### config.mk
export PLATFORM = sky130hd
export DESIGN_NAME = reg_dump_reader
export DESIGN_NICKNAME = d
export VERILOG_FILES = /design/src/rtl/reg_dump_reader_pkg.sv /design/src/rtl/reg_dump_reader.sv
export SDC_FILE = /design/constraint.sdc
export NUM_CORES = 1
export LEC_CHECK = 0
export CAP_MARGIN = 5
export CORE_AREA = 3 3 132 134
export DETAILED_ROUTE_END_ITERATION = 16
export DIE_AREA = 0 0 135 137
export PLACE_DENSITY = 0.7
export SYNTH_ARGS = -nofsm -noshare
export SYNTH_HDL_FRONTEND = slang
export SYNTH_SLANG_ARGS = --single-unit
### constraint.sdc
create_clock -name clk -period 9.1 [get_ports clk]
set_clock_uncertainty 0.05 [all_clocks]
set_input_delay 2.275 -clock clk [delete_from_list [all_inputs] [get_ports clk]]
set_output_delay 2.275 -clock clk [all_outputs]
set_load 0.05 [all_outputs]
### src/rtl/reg_dump_reader_pkg.sv
// Shared constants and FSM state type for the register dump reader.
package reg_dump_reader_pkg;

  localparam int unsigned NUM_REGS = 32;
  localparam int unsigned IDX_W    = 5;
  localparam int unsigned DATA_W   = 128;

  localparam logic [IDX_W-1:0] LAST_IDX = IDX_W'(NUM_REGS - 1);

  typedef enum logic [1:0] {
    IDLE,
    READ,
    SEND,
    DONE
  } state_e;

endpackage

### src/rtl/reg_dump_reader.sv
// Walks all architectural registers once per start request and
// streams {index, data} entries over a valid/ready handshake.
module reg_dump_reader
  import reg_dump_reader_pkg::*;
(
  input  logic              clk,
  input  logic              rst,
  input  logic              start,
  output logic [IDX_W-1:0]  rf_addr,
  input  logic [DATA_W-1:0] rf_data,
  output logic              dump_valid,
  input  logic              dump_ready,
  output logic [IDX_W-1:0]  dump_idx,
  output logic [DATA_W-1:0] dump_data,
  output logic              busy,
  output logic              done
);

  state_e            state_q, state_d;
  logic [IDX_W-1:0]  index_q, index_d;
  logic [IDX_W-1:0]  idx_q, idx_d;
  logic [DATA_W-1:0] data_q, data_d;

  always_ff @(posedge clk or posedge rst) begin
    if (rst) begin
      state_q <= IDLE;
      index_q <= '0;
      idx_q   <= '0;
      data_q  <= '0;
    end else begin
      state_q <= state_d;
      index_q <= index_d;
      idx_q   <= idx_d;
      data_q  <= data_d;
    end
  end

  always_comb begin
    state_d = state_q;
    index_d = index_q;
    idx_d   = idx_q;
    data_d  = data_q;
    unique case (state_q)
      IDLE: begin
        if (start) begin
          state_d = READ;
          index_d = '0;
        end
      end
      READ: begin
        idx_d   = index_q;
        data_d  = rf_data;
        state_d = SEND;
      end
      SEND: begin
        if (dump_ready) begin
          // Index returns to 0 so rf_addr reads 0 once the dump ends.
          if (index_q == LAST_IDX) begin
            state_d = DONE;
            index_d = '0;
          end else begin
            state_d = READ;
            index_d = index_q + 1'b1;
          end
        end
      end
      DONE: begin
        state_d = IDLE;
      end
      default: begin
        state_d = IDLE;
      end
    endcase
  end

  assign rf_addr    = index_q;
  assign dump_valid = (state_q == SEND);
  assign dump_idx   = idx_q;
  assign dump_data  = data_q;
  assign busy       = (state_q == READ) || (state_q == SEND);
  assign done       = (state_q == DONE);

endmodule

* Word-level counts from Yosys, hierarchy flattened
Index checks and enable logic that the tools add are counted.
** Cells by class
- Reduce and logical (&&, ||, !) cells :: 5
- Equality and inequality tests :: 6
- Add/subtract/negate cells :: 1
- Mux-type cells :: 8
** Operators with widths (number)
- two-way mux 5 bit :: 3
- one-hot mux 5 bit (2 select lines) :: 1
- one-hot mux 2 bit (4 select lines) :: 1
- two-way mux 2 bit :: 3
- adder 5 x 1 -> 5 bit, second input constant :: 1
- == test 5 bit, second input constant :: 1
- == test 2 bit, second input constant :: 2
- AND reduction 3 bit :: 1
- == test 2 x 1 -> 1 bit, second input constant :: 1
- zero test 2 bit :: 1
- != test 2 x 1 -> 1 bit, second input constant :: 1
- != test 2 bit, second input constant :: 1
- AND reduction 2 bit :: 1
- nonzero test 2 bit :: 1
- logical OR 1 bit :: 1
** Storage, ports and cells
- Bits of input ports :: 132
- Word-level logic and storage cells :: 24
- Register bits after elaboration :: 140
- Output and inout bits :: 141

* Logic depth before layout (Yosys ltp)
- Depth after elaboration :: 4
- Gate-level depth with buffers :: 6
- Depth with buffers taken out :: 6

* Worst setup path before layout
No wires, ideal clock.
- Kind :: flip-flop to output port
- From :: register state_q[0]
- To :: output dump_valid
- Cell stages (with the launch flop) :: 3
- Data arrival time :: 1.062 ns
- Path buffers :: 0
- Path slack :: 5.713 ns
- Cells stage by stage :: dfrtp_1 inv_1 ha_1
** On the way
- Longest elaborated chain between the ends :: 1
** RTL lines
- from (decl) :: RTL line reg_dump_reader.sv:19 : state_e state_q, state_d;
- from (signal assigned) :: RTL line reg_dump_reader.sv:31 : state_q <= state_d;
- == test 2 bit :: RTL line reg_dump_reader.sv:77 : assign dump_valid = (state_q == SEND);
- to (decl) :: RTL line reg_dump_reader.sv:11 : output logic dump_valid,
Every way passes these cells.

* Final worst setup path
Ends and elaborated chain as after synthesis.

==> run metrics <==
status=finished, final reports clean; FF-to-FF setup slack=5.97 ns; CTS resizes=0; Setup CP Type=register to primary output; synth warn=0; Final ANT Viol Nets=0; die area=0.0185 mm²; CP top delay family=buffers and inverters; global-route wire length before repair=22.5 mm; number of core rows=47; Worst Hold End=dump_data[119]$_DFFE_PP0N_; TNS Setup=0 ns; Synthesized Nets=473; DRC Markers=0; Initial Util=34.8%; post-synthesis cell area=0.00571 mm²; Area after DPL=0.00861 mm²; slowest CP cell=clkdlybuf4s50_1; FFs w/ async S/R, synth=100%; final wirelength=14.7 mm; crit path buf inv count=2; Worst Tran Pin Value=1.12 ns; RePlAce Congestion=0.825; max incr delay on CP=0.86 ns; register area share after synthesis=61.3%; CP max FO=9; Vias/cell=4.53; Die Y=137 µm; die width=135 µm; Sink Count=140; # IOs=273; layout cells sized above 1=26.9%; RR Endpoint=dump_data[39]$_DFFE_PP0N_; Vias=3828; predominant post-synthesis flop cell=dfrtp_1; hold_sp=dump_data[119]$_DFFE_PP0N_; number of I/O port buffers=272; distinct cell type count after synthesis=26; GR Overflow Total=0; Syn Inst Count=334; worst-case reg-to-reg path depth=4; clk slew on worst S/H paths=0.06 ns; area growth from synthesis to layout=62.0%; Final min period=4.53 ns; fin util=56.4%; vias in the first global route=4214; DR pass1 iterations=4; Seq. cell area=0.00350 mm²; GR Util All Layers=15.7%; RSZ-0062 raised after global routing=false; CTS H-Tree Depth=4; Syn Area/Cell=17.1 µm²; initial antenna violation count=0; Final Max Slew Viols=0; number of buffers created by CTS=17; fillers=1285; worst skew pair latency=0.40 ns; diode count=0; clock buffer depth=2; drt first-iter violations=109; crit share post-route=49.7%; Hold-fix buffers, CTS=0; critical path required time=6.78 ns; Detail Placement HPWL=10.7 mm; Nets=751; critical-path cell list=inv_1 -> ha_1 -> clkdlybuf4s50_1; multi-input logic area=0.00207 mm²; Final WS setup=4.57 ns; Fin. Hold Viols=0; setup bufs post-CTS=0; CTS tree=built; slew margin rel.=25.5%; core area=0.0164 mm²; Crit. End Element=primary output; largest net degree at the start of global routing=76; number of synthesized flops with an enable pin=0; max-cap viol count=0; fmax=221 MHz; setup violators final=0; Setup WS pre-CTS=4.78 ns; Cells on Worst Hold Path=1; Hold WC Path Type=register to register; Root Driver=clkbuf_16; fin area=0.00925 mm²; Reg-to-Reg Start=state_q[1]$_DFFE_PP0P_; crit path DAT=2.20 ns; Routed WL per cell=17.4 µm; Synth Register Bits=140; CP Depth=3; Startpoint Class=register
## synth_stat cells, types with 2 or more instances
cell,instances,area [µm²]
nor2_1,2,7.51
inv_1,6,22.5
mux2_4,70,1050
buf_2,6,30.0
mux2_2,63,709
o41ai_1,2,17.5
nor3_1,2,10.0
nand2_1,2,7.51
nand2b_1,2,12.5
dfrtp_1,140,3500
a31oi_1,3,18.8
ha_1,7,87.6
o21ai_0,5,25.0
buf_6,9,101
nor2b_1,3,18.8
nand3_1,2,10.0
## cells by family after synthesis
logic type               count (synthesis)  share of synthesized area, %
AO/OA/AOI/OAI                           13                          1.47
adder cells (fa/ha/maj)                  7                          1.53
buffers and inverters                   21                          2.70
flip-flops                             140                          61.3
multiplexers                           134                          31.0
AND/OR/NAND/NOR                         19                          1.95
## layer usage
layer | vias to the layer above | part of all wire, % | wire length, µm | GRT usage [%]
li1 | 1736 | - | - | -
met1 | 1919 | 39 | 5780 | 18.1
met2 | 157 | 52 | 7630 | 27.2
met3 | 16 | 7.5 | 1100 | 6.03
met4 | 0 | 1.4 | 206 | 4.42
met5 | - | 0 | 0 | 0
## worst register-to-register path, delay by kind of cell, from the launching register on
family / cells / cell delay, ns
buf+inv: 2 / 1.22
fa+ha+maj: 1 / 0.87
flops: 1 / 0.42
mux: 1 / 0.46
## placed cells by master, fill, tap and decap left out, types with 2 or more instances in the layout
cell type	instances
nor2_1	2
nand2_1	2
mux2_2	63
nand3_1	2
clkbuf_8	2
mux2_4	70
inv_1	5
a31oi_1	3
clkinv_4	3
o41ai_1	2
bufinv_16	4
nor2b_1	3
nor3_1	2
o21ai_0	5
clkbuf_16	17
ha_1	6
nand2b_1	2
buf_4	2
inv_6	4
clkdlybuf4s50_1	272
dfrtp_1	140
## state kept, by name, indices dropped and copies added (netlist names)
name       flops
dump_data    128
dump_idx       5
rf_addr        5
state_q        2
## through the flow
step | hold WS, ns | std cells
3_5_place_dp | 0.441 | 813
2_1_floorplan | 0.450 | 334
6_report | 0.453 | 845
3_3_place_gp | 0.439 | 813
5_1_grt | 0.467 | 845
4_1_cts | 0.458 | 845
## layout make-up
type,instances,share of cell area [%]
multi-input cells,173,22.3
clock inverters,12,2.00
flip-flops and latches,140,37.9
inverters,6,0.298
well taps,220,2.98
clock buffers,20,4.94
repair buffers,274,29.6
## worst max path at each step
stage                                 from                          to
finish              state_q[0]$_DFFE_PP0P_                  dump_valid
global route        state_q[0]$_DFFE_PP0P_                  dump_valid
CTS                 state_q[0]$_DFFE_PP0P_                  dump_valid
detailed placement                     rst  dump_data[123]$_DFFE_PP0N_
global placement                       rst  dump_data[122]$_DFFE_PP0N_
floorplan                              rst    dump_data[0]$_DFFE_PP0N_
Power is not shown: default switching activity piles up to over one toggle a cycle in this logic, so the estimate is an artifact.
